`src/rtl/frame_cmd_scheduler.sv`:
```
// frame_cmd_scheduler
//   Buffers display commands from an Avalon host in a FIFO and broadcasts
//   them, one per cycle, to every display sub-component. Each forwarded word
//   has its pp_selc bit (bit 13) replaced by back_sel, so the host never has
//   to track which buffer is the back buffer. An end-of-frame marker
//   (info == 4'b1110) stops draining until the next vertical blank. At that
//   point a single swap word (info == 4'b1111) is broadcast and back_sel
//   flips.
//
// Ports
//   clk             in   system clock (single domain)
//   reset           in   synchronous, active-low reset
//   host_writedata  in   [31:0] command word
//                        {sub_comp[31:26], child_comp[25:21], info[20:17],
//                         input_type[16:14], pp_selc[13], input_msg[12:0]}
//   host_write      in   push strobe, one word per asserted cycle
//   hcount, vcount  in   [9:0] VGA raster position
//   host_ready      out  FIFO can accept a word (combinational from count)
//   writedata       out  [31:0] registered broadcast command word
//   back_sel        out  buffer currently being drawn into
//   frame_done      out  one-cycle pulse while the swap word is driven
//   fifo_count      out  [$clog2(DEPTH):0] FIFO occupancy
//   overflow        out  sticky: a push was dropped because the FIFO was full
module frame_cmd_scheduler #(
  parameter int         DEPTH       = 16,
  parameter logic [9:0] VBLANK_LINE = 10'd480
) (
  input  logic                     clk,
  input  logic                     reset,
  input  logic [31:0]              host_writedata,
  input  logic                     host_write,
  input  logic [9:0]               hcount,
  input  logic [9:0]               vcount,
  output logic                     host_ready,
  output logic [31:0]              writedata,
  output logic                     back_sel,
  output logic                     frame_done,
  output logic [$clog2(DEPTH):0]   fifo_count,
  output logic                     overflow
);

  localparam int AW = $clog2(DEPTH);
  localparam int CW = AW + 1;

  localparam logic [3:0] INFO_EOF  = 4'b1110;
  localparam logic [3:0] INFO_SWAP = 4'b1111;

  typedef enum logic [1:0] {
    DRAIN    = 2'd0,
    WAIT_VBL = 2'd1,
    SWAP     = 2'd2
  } state_t;

  // Forwarded command: everything from the host except the buffer select.
  function automatic logic [31:0] stamp_buffer(input logic [31:0] word,
                                               input logic        sel);
    return {word[31:14], sel, word[12:0]};
  endfunction

  // Swap word carries the buffer just finished so sub-components show it
  // and start clearing the other one.
  function automatic logic [31:0] swap_word(input logic sel);
    return {6'd0, 5'd0, INFO_SWAP, 3'd0, sel, 13'd0};
  endfunction

  logic [31:0]   mem_q [DEPTH];
  logic [AW-1:0] wr_ptr_q, wr_ptr_d;
  logic [AW-1:0] rd_ptr_q, rd_ptr_d;
  logic [CW-1:0] count_q,  count_d;
  state_t        state_q,  state_d;
  logic [31:0]   writedata_q,  writedata_d;
  logic          back_sel_q,   back_sel_d;
  logic          frame_done_q, frame_done_d;
  logic          overflow_q,   overflow_d;

  logic          push;
  logic          pop;
  logic [31:0]   head;
  logic          fifo_empty;
  logic          vblank_hit;

  // Readiness comes from the registered count only, so a pop in the same
  // cycle never makes room for a push.
  assign host_ready = (count_q != CW'(DEPTH));
  assign push       = host_write && host_ready;
  assign fifo_empty = (count_q == '0);
  assign head       = mem_q[rd_ptr_q];
  assign vblank_hit = (vcount == VBLANK_LINE) && (hcount == 10'd0);

  always_comb begin
    state_d      = state_q;
    writedata_d  = 32'd0;
    frame_done_d = 1'b0;
    back_sel_d   = back_sel_q;
    pop          = 1'b0;

    case (state_q)
      DRAIN: begin
        if (!fifo_empty) begin
          pop = 1'b1;
          if (head[20:17] == INFO_EOF) begin
            // Marker is consumed, never broadcast.
            state_d = WAIT_VBL;
          end else begin
            writedata_d = stamp_buffer(head, back_sel_q);
          end
        end
      end
      WAIT_VBL: begin
        if (vblank_hit) begin
          state_d      = SWAP;
          writedata_d  = swap_word(back_sel_q);
          frame_done_d = 1'b1;
        end
      end
      SWAP: begin
        back_sel_d = ~back_sel_q;
        state_d    = DRAIN;
      end
      default: begin
        state_d = DRAIN;
      end
    endcase

    wr_ptr_d   = push ? wr_ptr_q + 1'b1 : wr_ptr_q;
    rd_ptr_d   = pop  ? rd_ptr_q + 1'b1 : rd_ptr_q;
    count_d    = count_q;
    case ({push, pop})
      2'b10:   count_d = count_q + 1'b1;
      2'b01:   count_d = count_q - 1'b1;
      default: count_d = count_q;
    endcase
    overflow_d = overflow_q | (host_write & ~host_ready);
  end

  always_ff @(posedge clk) begin
    if (!reset) begin
      wr_ptr_q     <= '0;
      rd_ptr_q     <= '0;
      count_q      <= '0;
      state_q      <= DRAIN;
      writedata_q  <= 32'd0;
      back_sel_q   <= 1'b1;
      frame_done_q <= 1'b0;
      overflow_q   <= 1'b0;
    end else begin
      wr_ptr_q     <= wr_ptr_d;
      rd_ptr_q     <= rd_ptr_d;
      count_q      <= count_d;
      state_q      <= state_d;
      writedata_q  <= writedata_d;
      back_sel_q   <= back_sel_d;
      frame_done_q <= frame_done_d;
      overflow_q   <= overflow_d;
    end
  end

  // Storage needs no reset; emptying the pointers discards the contents.
  always_ff @(posedge clk) begin
    if (reset && push) begin
      mem_q[wr_ptr_q] <= host_writedata;
    end
  end

  assign writedata  = writedata_q;
  assign back_sel   = back_sel_q;
  assign frame_done = frame_done_q;
  assign fifo_count = count_q;
  assign overflow   = overflow_q;

endmodule

```
`config.mk`:
```
export PLATFORM = sky130hd
export DESIGN_NAME = frame_cmd_scheduler
export DESIGN_NICKNAME = d
export VERILOG_FILES = /design/src/rtl/frame_cmd_scheduler.sv
export SDC_FILE = /design/constraint.sdc
export NUM_CORES = 1
export LEC_CHECK = 0
export BUFFER_PORTS_ARGS = -buffer_cell sky130_fd_sc_hd__buf_2
export CAP_MARGIN = 30
export CORE_MARGIN = 4
export CORE_UTILIZATION = 45
export DETAILED_ROUTE_END_ITERATION = 16
export SYNTH_ARGS = -nofsm -noshare
export SYNTH_HDL_FRONTEND = slang
export SYNTH_SLANG_ARGS = --single-unit
```
`constraint.sdc`:
```
create_clock -name clk -period 7.3 [get_ports clk]
set_input_delay 1.825 -clock clk [delete_from_list [all_inputs] [get_ports clk]]
set_output_delay 1.825 -clock clk [all_outputs]
set_load 0.01 [all_outputs]
```
# == Word-level counts from Yosys, hierarchy flattened ==
# Memories as Yosys holds them, arrays and structs flattened. A register that Yosys moved wholly into a read port is not among the register bits.
# Index checks and enable logic that the tools add are counted.
# op_classes
mux,16
n_addsub,4
n_eq_ne,10
reduce_logical,9
n_bitwise,4
# ops
cell,count
32-bit 2-to-1 mux,2
32-bit case mux with 2 select lines,1
21-bit 2-to-1 mux,1
"10-bit by 9-bit equality test with 1-bit output, second input constant",1
10-bit zero test,1
5-bit case mux with 2 select lines,1
"4-bit by 1-bit adder with 4-bit output, second input constant",2
4-bit 2-to-1 mux,2
2-bit 2-to-1 mux,3
"2-bit != test, second input constant",3
"5-bit by 1-bit adder with 5-bit output, second input constant",1
5-bit zero test,1
1-bit 2-to-1 mux,5
"5-bit != test, second input constant",1
"5-bit by 1-bit subtractor with 5-bit output, second input constant",1
"2-bit by 1-bit equality test with 1-bit output, second input constant",2
"2-bit equality test, second input constant",2
"4-bit equality test, second input constant",1
2-bit case mux with 2 select lines,1
1-bit logical AND,3
3-bit AND reduction,1
2-bit zero test,1
1-bit NOT,2
2-bit AND reduction,1
3 further kinds,3
# word_totals
inputBits,55
ramBits,512
mem_count,1
wordCells,52
register_bits,50
# memory_table
name,depth,width,read_ports,rd_ports_with_merged_regs,write_ports,line_no,text
mem_q,16,32,1,1,1,66,logic [31:0] mem_q [DEPTH];

# == Depth between registers and ports, before layout ==
# Gate-level depths: netlist of the first run.
# logic_depth
depth_word,5
mapped_depth,12

# == Worst setup path after synthesis of the first run ==
# Ideal clock, no wire load.
# synth_path
path_type,input-to-reg
startpoint,input port host_write
endpoint,memory mem_q[15][0] (enable)
arrival_time_ps,3851
path_stages,4
required_time_ps,6881
path_slack_ps,3030
cell_sequence,inv_1 -> a21oi_1 -> nand2_1 -> nor2_1
# synth_via
elab_chain_cells,4
# synth_lines
element,line_no,text
start: declaration,31,"input logic host_write,"
1-bit logical AND,85,assign push = host_write && host_ready;
1-bit logical AND,160,if (reset && push) begin
1-bit 2-to-1 mux,160,
1-bit 2-to-1 mux (implied by the code),161,mem_q[wr_ptr_q] <= host_writedata;
end: declaration,66,
# Every way passes these cells.

# == Worst setup path after layout of the first run ==
# layout_path
startpoint,input port host_write
endpoint,register count_q[4] (netlist: fifo_count[4])
# layout_via
elab_chain_cells,3
word_cells_on_any_way,5
classes_between,2 x eq/ne; 1 x mux; 2 x reduce/logical
# layout_lines
element,line_no,text
1-bit logical AND (*),85,
2-bit by 1-bit equality test with 1-bit output / 2-bit equality test (equally long branches),128,"case ({push, pop})"
5-bit case mux with 2 select lines / 2-bit nonzero test (equally long branches),n/a,
end signal: assignment,149,count_q <= count_d;
end: declaration,69,"logic [CW-1:0] count_q, count_d;"
# Every way passes the cells marked *; elsewhere a longest branch is shown, timed or not.
# A chain may end at the register's enable or synchronous reset.

==> summary.txt, run 1 <==
Layout
  • Layout cells sized above 1: 0.331
  • Register area: ~0.016 mm^2
  • P&R area growth vs syn: 14.8%
  • Non-filler cells, final: 1,705
  • Design area: between 0.02 and 0.025 mm^2
  • Final net count: ~1,100
  • Multi-input gate area: ~0.0046 mm^2
  • Filler cell count: about 3,600
  • Most common cell after layout, fill and taps aside: edfxtp_1
  • Most frequent cells in the layout: 496 x edfxtp_1, 148 x mux4_2, 94 x buf_2, 56 x clkbuf_16, 50 x dfxtp_1

Synthesis
  • Post-Synth Adder-Cell Area: 0.00484
  • Mux share of post-synthesis cell area: 0.165
  • Synth Area in Compound Gates: 0.0112
  • Xor/xnor cell area share of the yosys netlist: 0.00423
  • Seq/Total Area, Yosys: 0.772
  • Area of the mapped netlist: approximately 0.021 mm^2
  • Syn Area/Cell: 22.4 um^2
  • Post-Synth Simple-Gate Area: 0.0303
  • Post-Syn Nets: ~1,000
  • Yosys reg bits: 550
  • Largest family of logic cells by synthesized area: multiplexers
  • Yosys warnings: 0
  • Yosys cell types: 49
  • Synth Instances: approximately 900

Clock tree
  • CTS tree: yes
  • CTS Buf Count: 56
  • Clock sinks: 550
  • Clock root cell: clkbuf_16
  • Max clock buf depth: 3
  • H-Tree Depth: 2
  • Hold buffer count at cts: 0
  • Skew-Pair Late Insertion Delay: 0.61 ns
  • CTS resizes: 0
  • Post-CTS Setup Repair Bufs: 0
  • Clk pin slew, worst setup/hold paths: 0.06 ns

Power and ir drop
  • Power Dens Cells: around 320 mW/mm^2
  • Max IR drop VDD: around 0.00019 V
  • Lkg Pwr: around 0.0075 uW

Global routing
  • Initial antenna violation count: 4
  • Global-route wire length before repair: 64.1 mm
  • GRT Total Usage: 0.173
  • Largest net degree at the start of global routing: 63
  • GRT overflow: 0
  • Vias in the first global route: 9,892

STA
  • Worst slew margin: 0.416
  • Final TNS setup: 0 ns
  • Worst slew pin tran: just under 0.9 ns
  • Fmax: about 250 MHz
  • Final Max Slew Viols: 0
  • Setup Skew: roughly 0.024 ns
  • Tmin final: around 3.9 ns
  • Endpoints failing hold: 0
  • Fin crit share: 0.541
  • RSZ-0062 raised after global routing: false
  • Final setup violation count: 0

Detailed routing
  • Post-DRT Antenna Nets: 0
  • Met2 WL post-DR: around 21 mm
  • Via count: between 9,000 and 10,000
  • DRC: 0
  • M1 WL: 18.6 mm
  • Router iterations before antenna repair: 5
  • Avg WL per Cell: between 20 and 30 um
  • 1st-iter DRT viols: about 860
  • Met3 WL: 2.30 mm
  • WL final: between 40 and 50 mm
  • Vias per inst: approximately 5.6
  • Top layer reached by signal wires: met5

Die
  • Die height: about 220 um
  • Starting Density: 0.456
  • Top-Level Pins: 96
  • Die span in x: between 200 and 250 um
  • Site Rows: a little under 80
  • Core ar.: roughly 0.045 mm^2
  • Die ar.: a little under 0.05 mm^2

Critical path
  • Worst path required time: between 7 and 8 ns
  • Crit end category: flop
  • Startpoint types: input pin
  • Setup Crit Path Kind: in2reg
  • Max Fanout on Critical Path: 9
  • Crit path DAT: between 4 and 5 ns
  • FF-to-FF path depth: 9

Placed design
  • Post-DP HPWL: about 21 mm
  • Gpl congestion: around 0.73
  • Placed Instance Area: 0.0220 mm^2
  • Port Buffers: 94
  • Placed cells: ~1,600

Hold path
  • Hold Crit Depth: 2
  • Hold WC Path Type: reg2reg

Status
  • Status: finished, final reports clean

Job
  • Max-cap viol count: 0
-- path summary, 6_finish.rpt --
check,from,end,slack [ns]
setup / recovery,host_write,fifo_count[4],3.35
hold / removal,overflow,overflow,0.48
setup reg to reg,fifo_count[1],fifo_count[4],3.88
hold reg to reg,overflow,overflow,0.48
-- kinds of logic after synthesis --
group	count (synthesis)
compound gates	31
xor+xnor	10
fa+ha+maj	8
buf+inv	50
flops	550
mux	153
simple gates	120
-- power by group --
| group | switching (uW) | internal (uW) |
|---|---|---|
| clock network | 1160 | 1500 |
| logic | 631 | 654 |
| registers | 75.3 | 3570 |
| total | 1860 | 5720 |
-- per-layer routing --
metal / global-route usage / vias up
met5: 0 / -
met4: 0.0483 / 6
met3: 0.0309 / 78
met2: 0.280 / 270
met1: 0.248 / 5064
li1: - / 4109
-- sequential cells by signal, summed over array words and instances (netlist names), named ones only --
register / flops
mem_q: 496
writedata: 32
state_q: 2
fifo_count: 5
back_sel: 1
wr_ptr_q: 4
overflow: 1
frame_done: 1
rd_ptr_q: 4
-- cell usage after synthesis (all sizes together) --
| cell type | count | area [um^2] |
|---|---|---|
| a211oi | 2 | 15.0 |
| a21boi | 2 | 15.0 |
| a21oi | 9 | 45.0 |
| a22oi | 4 | 35.0 |
| a31oi | 2 | 12.5 |
| a32o | 1 | 10.0 |
| and2 | 2 | 12.5 |
| and3 | 3 | 18.8 |
| buf | 20 | 146 |
| clkbuf | 22 | 82.6 |
| dfxtp | 54 | 1080 |
| edfxtp | 496 | 14900 |
| ha | 8 | 100 |
| inv | 8 | 30.0 |
| mux2i | 3 | 30.0 |
| mux4 | 150 | 3390 |
| nand2 | 15 | 56.3 |
| nand2b | 1 | 6.26 |
| nand3 | 7 | 40.0 |
| nand3b | 3 | 22.5 |
| nand4 | 3 | 18.8 |
| nor2 | 40 | 150 |
| nor2b | 30 | 188 |
| nor3 | 1 | 5.00 |
| nor4 | 5 | 31.3 |
| nor4b | 2 | 17.5 |
| nor4bb | 1 | 10.0 |
| o21a | 2 | 15.0 |
| o21ai | 4 | 23.8 |
| o31ai | 1 | 7.51 |
| o41ai | 4 | 53.8 |
| or2 | 1 | 6.26 |
| or3 | 3 | 18.8 |
| or3b | 1 | 8.76 |
| or4 | 1 | 7.51 |
| or4b | 1 | 10.0 |
| xnor2 | 3 | 26.3 |
| xor2 | 7 | 61.3 |
-- through the flow --
step	util	setup slack [ns]	total power, uW	hold slack, ns
after floorplan	-	3.03	4670	0.472
after global placement	0.485	2.70	5010	0.453
after detailed placement	0.485	2.68	5030	0.468
after CTS	0.523	3.33	7690	0.479
after global routing	0.523	3.09	7920	0.507
final	0.524	3.35	7580	0.475
-- cell type report --
type,count,area share
flip-flops and latches,550,0.673
multi-input cells,322,0.193
clock buffers,79,0.0643
well taps,600,0.0316
clock inverters,26,0.00743
repair buffers,119,0.0294
inverters,8,0.00126
diodes,1,0.000105
-- critical path, stage by stage --
cell,delay [ns]
buf_2,0.13
inv_1,0.06
a21oi_1,0.52
inv_1,0.10
ha_1,0.34
ha_1,0.38
nor4bb_1,0.15
o21a_1,0.19
or4b_2,0.63
a21oi_1,0.15
(Power assumes the default switching activity.)
==> run 2: changes to the inputs <==
- clock period: 7.3 -> 4 ns (I/O delays scaled with it)
==> summary.txt, run 2 (synthesis results as in run 1) <==
Clock tree
  • Hold buffer count at cts: 0 (unchanged)
  • CTS Buf Count: 56 (unchanged)
  • Skew-Pair Late Insertion Delay: 0.60 ns (about the same)
  • Clock sinks: 550 (unchanged)
  • H-Tree Depth: 2 (unchanged)
  • Clock root cell: clkbuf_16
  • CTS resizes: 0 (unchanged)
  • Max clock buf depth: 3 (unchanged)
  • CTS tree: yes
  • Clk pin slew, worst setup/hold paths: 0.06 ns (about the same)
  • Post-CTS Setup Repair Bufs: 0 (unchanged)

Die
  • Site Rows: 78 (unchanged)
  • Core ar.: 0.0454 mm^2 (unchanged)
  • Die height: 222 um (unchanged)
  • Starting Density: 0.456 (unchanged)
  • Die ar.: 0.0495 mm^2 (unchanged)
  • Top-Level Pins: 96 (unchanged)
  • Die span in x: 222 um (unchanged)

STA
  • Worst slew margin: 0.423 (+0.00750)
  • Setup Skew: 0.0157 ns (-0.00790 ns)
  • Tmin final: around 3.3 ns
  • Endpoints failing hold: 0 (unchanged)
  • Final Max Slew Viols: 0 (unchanged)
  • Worst slew pin tran: 0.865 ns (-0.00917 ns)
  • Fmax: 303 MHz
  • Fin crit share: 0.824
  • Final setup violation count: 0 (unchanged)
  • RSZ-0062 raised after global routing: false
  • Setup ws final: 0.704 ns (-2.65 ns)
  • Final TNS setup: 0 ns (unchanged)

Critical path
  • Startpoint types: flop
  • Worst r2r src: fifo_count[1]
  • R2R Path End: fifo_count[4]
  • CP delay by family, top: simple AND/OR/NAND/NOR gates
  • Slowest Stage Delay on Critical Path: 0.63 ns (about the same)
  • FF-to-FF path depth: 10 (+1)
  • Max Fanout on Critical Path: 9 (unchanged)
  • Critical path cell sequence: nor4_1 -> a21oi_1 -> buf_4 -> inv_1 -> ha_1 -> ha_1 -> nor4bb_1 -> o21a_1 -> or4b_2 -> a21oi_1
  • Crit path DAT: 3.82 ns (-0.66 ns)
  • Slowest cell on crit path: nor4_1
  • Setup Crit Path Kind: reg2reg
  • Crit end category: flop
  • R2r setup slk: 0.70 ns (-3.18 ns)
  • Worst path required time: 4.52 ns (-3.31 ns)
  • CP bufs+invs: 2 (-1)

Global routing
  • Global-route wire length before repair: 64.5 mm (+0.70%)
  • Largest net degree at the start of global routing: 57 (-9.5%)
  • GRT overflow: 0 (unchanged)
  • Initial antenna violation count: 2 (-2)
  • GRT Max-Usage Layer: met2
  • Met2 usage: 0.290 (+0.00950)
  • GRT Total Usage: 0.174 (+0.000942)
  • Met1 usage in global routing: 0.245 (-0.00326)
  • GRT met3 Usage: 0.0341 (+0.00317)
  • Vias in the first global route: 9,948 (+0.57%)

Hold path
  • Hold WC Path Type: reg2reg
  • Worst min-delay path startpoint: back_sel
  • Worst Hold Path EP: writedata[13]
  • Hold Crit Depth: 2 (unchanged)

Placed design
  • Port Buffers: 94 (unchanged)
  • Gpl congestion: 0.748 (+2.2%)
  • DP Worst Slack: 0.595 ns (-2.09 ns)
  • Placed Instance Area: 0.0222 mm^2 (+0.58%)
  • Post-DP HPWL: 22.9 mm (+9.7%)

Power and ir drop
  • Max IR drop VDD: 0.000410 V (+120%)
  • Lkg Pwr: 0.00762 uW (+1.6%)
  • Power Dens Cells: 589 mW/mm^2 (+85%)

Layout
  • Finished Core Util: 0.528 (+0.00477)
  • Design area: 0.0240 mm^2 (+0.91%)
  • Max FFs per register: 496 (unchanged)
  • P&R area growth vs syn: 15.8%
  • Largest Register: mem_q
  • Final net count: 1,133 (+1.2%)
  • Layout cells sized above 1: 0.349 (+0.0188)
  • Most common cell after layout, fill and taps aside: edfxtp_1
  • Most frequent cells in the layout: 496 x edfxtp_1, 148 x mux4_2, 94 x buf_2, 58 x clkbuf_16, 50 x dfxtp_1

Job
  • Max-cap viol count: 0 (unchanged)

Detailed routing
  • Avg WL per Cell: 25.0 um (-0.55%)
  • 1st-iter DRT viols: 887 (+3.4%)
  • Router iterations before antenna repair: 4 (-1)
  • Via count: 9,514 (-0.14%)
  • Vias per inst: 5.54 (-0.83%)
  • Post-DRT Antenna Nets: 0 (unchanged)
  • WL final: 42.9 mm (+0.15%)
  • DRC: 0 (unchanged)

Status
  • Status: finished, final reports clean
run 2: cell types whose count changed in the layout (fill, tap and decap cells not counted), sizes merged:
cell | before | now
buf | 119 | 132
clkbuf | 79 | 73
clkinv | 21 | 22
clkinvlp | 1 | 4
inv | 11 | 10
bufinv | 1 | 3
run 2: area by class of cell:
class / instances / area (um^2)
Antenna cell: 1 / 2.50
Tap cell: 600 / 751
Clock buffer: 73 / 1550
Multi-Input combinational cell: 322 / 4580
Fill cell: 3545 / 21400
Inverter: 8 / 30.0
Timing Repair Buffer: 132 / 818
Clock inverter: 31 / 253
Sequential cell: 550 / 16000
run 2: power by group:
group          total (uW)  switching, uW  internal [uW]  leakage, uW
registers            6690            179           6510      0.00491
clock network        5060           2140           2920     0.000876
logic                2370           1140           1220      0.00183
total               14100           3460          10700      0.00762
run 2: worst max-delay path by stage:
stage	startpoint	endpoint	slack, ns	depth (start not counted)
detailed placement	host_write	fifo_count[4]	0.60	11
CTS	fifo_count[1]	fifo_count[4]	0.74	10
global placement	host_write	fifo_count[4]	0.61	11
global route	fifo_count[1]	fifo_count[4]	0.53	10
floorplan	host_write	mem_q[7][0]	0.56	4
finish	fifo_count[1]	fifo_count[4]	0.70	10
run 2: worst register-to-register path, cell delays in order (launching register included):
cell and delay [ns]:
dfxtp_1 0.39, nor4_1 0.63, a21oi_1 0.15, buf_4 0.20
inv_1 0.07, ha_1 0.33, ha_1 0.35, nor4bb_1 0.15
o21a_1 0.19, or4b_2 0.63, a21oi_1 0.15
run 2: metal layers:
layer	vias to the layer above	part of all wire
li1	4144	-
met1	5069	0.43
met2	230	0.50
met3	69	0.053
met4	2	0.019
met5	-	0.00030
run 2: per-stage QoR:
| stage | instances | power [uW] | hold slack, ns |
|---|---|---|---|
| after floorplan | 922 | 8530 | 0.472 |
| after global placement | 1611 | 9200 | 0.452 |
| after detailed placement | 1611 | 9230 | 0.460 |
| after CTS | 1715 | 14300 | 0.476 |
| after global routing | 1716 | 14700 | 0.506 |
| final | 1717 | 14100 | 0.473 |
==> run 3: changes to the inputs <==
- ABC_AREA: default -> 1
- clock period: 4 -> 3.2 ns (I/O delays scaled with it)
==> summary.txt, run 3 <==
Status
  • Status: finished, final reports clean

Detailed routing
  • Post-DRT Antenna Nets: 0 (unchanged)
  • Via count: 13,700 (+44%)
  • 1st-iter DRT viols: 1,286 (+45%)
  • Vias per inst: 5.51 (-0.48%)
  • Avg WL per Cell: 20.9 um (-16%)
  • DRC: 0 (unchanged)
  • Router iterations before antenna repair: 5 (+1)
  • WL final: 51.8 mm (+21%)

Global routing
  • GRT Max-Usage Layer: met2
  • Met1 usage in global routing: 0.281 (+0.0366)
  • Met2 usage: 0.316 (+0.0266)
  • Global-route wire length before repair: 80.3 mm (+25%)
  • Largest net degree at the start of global routing: 103 (+81%)
  • GRT overflow: 0 (unchanged)
  • Initial antenna violation count: 3 (+1)
  • Vias in the first global route: 13,400 (+35%)
  • GRT Total Usage: 0.198 (+0.0231)
  • GRT met3 Usage: 0.0328 (-0.00128)

Die
  • Die span in x: 228 um (+2.4%)
  • Starting Density: 0.455 (-0.000866)
  • Site Rows: 80 (+2.6%)
  • Top-Level Pins: 96 (unchanged)
  • Die height: 228 um (+2.4%)
  • Core ar.: 0.0477 mm^2 (+5.2%)
  • Die ar.: 0.0519 mm^2 (+4.8%)

Layout
  • Filler cell count: 4,023 (+13%)
  • Register area: 0.0160 mm^2 (unchanged)
  • Multi-input gate area: 0.00502 mm^2 (+9.5%)
  • Finished Core Util: 0.517 (-0.0112)
  • Largest Register: mem_q
  • Most common cell after layout, fill and taps aside: edfxtp_1
  • P&R area growth vs syn: 13.6%
  • Layout cells sized above 1: 0.131 (-0.218)
  • Most frequent cells in the layout: 496 x edfxtp_1, 436 x nand2_1, 214 x nand3_1, 125 x a21oi_1, 94 x buf_2
  • Max FFs per register: 496 (unchanged)
  • Final net count: 1,887 (+67%)

Power and ir drop
  • Lkg Pwr: 0.00889 uW (+17%)
  • P_int: 13,100 uW (+23%)
  • Max IR drop VDD: 0.000578 V (+41%)
  • Switch share: 0.315 (+0.0701)
  • P_sw: 6040 uW (+75%)
  • Sequential power share: 0.434 (-0.040)
  • Power Dens Cells: 777 mW/mm^2 (+32%)
  • Clock power frac: 0.313 (-0.046)
  • Comb pwr share: 0.253 (+0.085)
  • Pwr Total: 19,200 uW (+36%)

Critical path
  • Slowest cell on crit path: clkinv_1
  • Slowest Stage Delay on Critical Path: 0.49 ns (-0.14 ns)
  • Max Fanout on Critical Path: 15 (+6)
  • CP bufs+invs: 3 (+1)
  • Crit end category: flop
  • Setup Crit Path Kind: reg2reg
  • Crit path DAT: 3.03 ns (-0.79 ns)
  • Startpoint types: flop
  • Critical path cell sequence: clkinv_1 -> nand3_1 -> nand3_1 -> nand2_1 -> nand2_1 -> inv_1 -> nand2_2 -> nand2_4 -> buf_4 -> nor2_1
  • CP delay by family, top: simple AND/OR/NAND/NOR gates
  • Worst path required time: 3.66 ns (-0.86 ns)

Placed design
  • DP Worst Slack: 0.627 ns (+0.0313 ns)
  • Port Buffers: 94 (unchanged)
  • Post-DP HPWL: 27.6 mm (+21%)
  • Gpl congestion: 0.733 (-2.1%)

STA
  • Setup Skew: 0.0164 ns (+0.000760 ns)
  • Worst slew margin: 0.490 (+0.0664)
  • Worst hold margin: 0.456 ns (-0.0176 ns)
  • Fin crit share: 0.801 (-0.0234)
  • Setup ws final: 0.638 ns (-0.0659 ns)
  • Tmin final: 2.56 ns (-0.734 ns)
  • Worst slew pin tran: 0.766 ns (-0.0996 ns)
  • RSZ-0062 raised after global routing: false
  • Final Max Slew Viols: 0 (unchanged)
  • Fmax: 390 MHz (+29%)
  • Endpoints failing hold: 0 (unchanged)
  • Final setup violation count: 0 (unchanged)
  • Final TNS setup: 0 ns (unchanged)

Synthesis
  • Ys async rst share: 0 (unchanged)
  • Yosys cell types: 38 (-22%)
  • Synth top area cells: edfxtp_1 69%, nand2_1 7.5%, dfxtp_1 5.0%
  • Main synth FF type: edfxtp_1
  • Yosys reg bits: 550 (unchanged)
  • Synth Instances: 1,730 (+88%)
  • Top-area cell type share of the netlist area: 0.685 (-0.0343)
  • Syn Area/Cell: 12.6 um^2 (-44%)
  • Commonest cells in the synthesized netlist: 496 x edfxtp_1, 436 x nand2_1, 214 x nand3_1
  • Post-Syn Nets: 1,793 (+82%)
  • Yosys warnings: 0 (unchanged)
  • Post-synth top area cell: edfxtp_1
  • Post-synth EDFFs: 496 (unchanged)
  • Seq/Total Area, Yosys: 0.735 (-0.0368)
  • Most frequent cell after synthesis: edfxtp_1
  • Area of the mapped netlist: 0.0217 mm^2 (+5.0%)

Clock tree
  • Post-CTS Setup Repair Bufs: 0 (unchanged)
  • CTS tree: yes
  • Clk pin slew, worst setup/hold paths: 0.06 ns (about the same)
  • Skew-Pair Late Insertion Delay: 0.60 ns (about the same)
  • CTS resizes: 0 (unchanged)
  • Clock sinks: 550 (unchanged)
  • Hold buffer count at cts: 0 (unchanged)
  • Clock root cell: clkbuf_16
  • H-Tree Depth: 2 (unchanged)
  • CTS Buf Count: 56 (unchanged)
  • Max clock buf depth: 3 (unchanged)

Hold path
  • Hold WC Path Type: reg2reg

Job
  • Max-cap viol count: 0 (unchanged)
[run 3: changes by cell type after synthesis, moves of 20 or more]
cell / change
inv_1: +56
mux4_2: -148
nor2_1: +42
a21oi_1: +116
o211ai_1: +25
o21ai_0: +20
nand3_1: +208
a32o_1: +20
nor2b_1: -30
buf_2: +40
a221o_1: +36
nand2_1: +421
[run 3: layout make-up]
cell class	instances	area share
flip-flops and latches	550	0.648
multi-input cells	1007	0.203
clock buffers	82	0.0649
repair buffers	143	0.0390
well taps	615	0.0312
inverters	66	0.0103
clock inverters	19	0.00365
diodes	1	0.000101
[run 3: cells by family after synthesis]
logic type	after synthesis	synth area share
flops	550	0.735
xor+xnor	6	0.00242
fa+ha+maj	8	0.00461
simple gates	748	0.144
buf+inv	173	0.0400
compound gates	245	0.0744
[run 3: per-stage QoR]
stage	std cells	area, um^2
4_1_cts	2482	24700
3_3_place_gp	2381	23000
3_5_place_dp	2381	23000
6_report	2483	24700
2_1_floorplan	1730	21700
5_1_grt	2483	24700
[run 3: power by group through the flow]
stage	Sequential (uW)	Combinational [uW]	Clock (uW)
floorplan	8530	3470	0
global placement	8470	4790	0
detailed placement	8470	4850	0
CTS	8330	4870	6150
global route	8350	5430	6480
finish	8320	4840	6010
[run 3: worst min-delay path, delay by kind of cell, from the launching register on]
kind / cells / cell delay (ns)
buffers and inverters: 1 / 0.05
and+or+nand+nor: 1 / 0.04
DFF: 1 / 0.32
[run 3: worst paths after layout]
kind | from | slack (ns) | to | cells past startpoint
worst min-delay path | back_sel | 0.46 | writedata[13] | 2
worst max-delay path | flop | 0.64 | writedata[6] | 10
worst min register to register | back_sel | 0.46 | writedata[13] | 2
worst max register to register | flop | 0.64 | writedata[6] | 10
[run 3: per-layer routing]
layer	up-vias	wire length, um
met5	-	8
met4	2	1250
met3	91	3560
met2	470	24200
met1	6700	22900
li1	6429	-
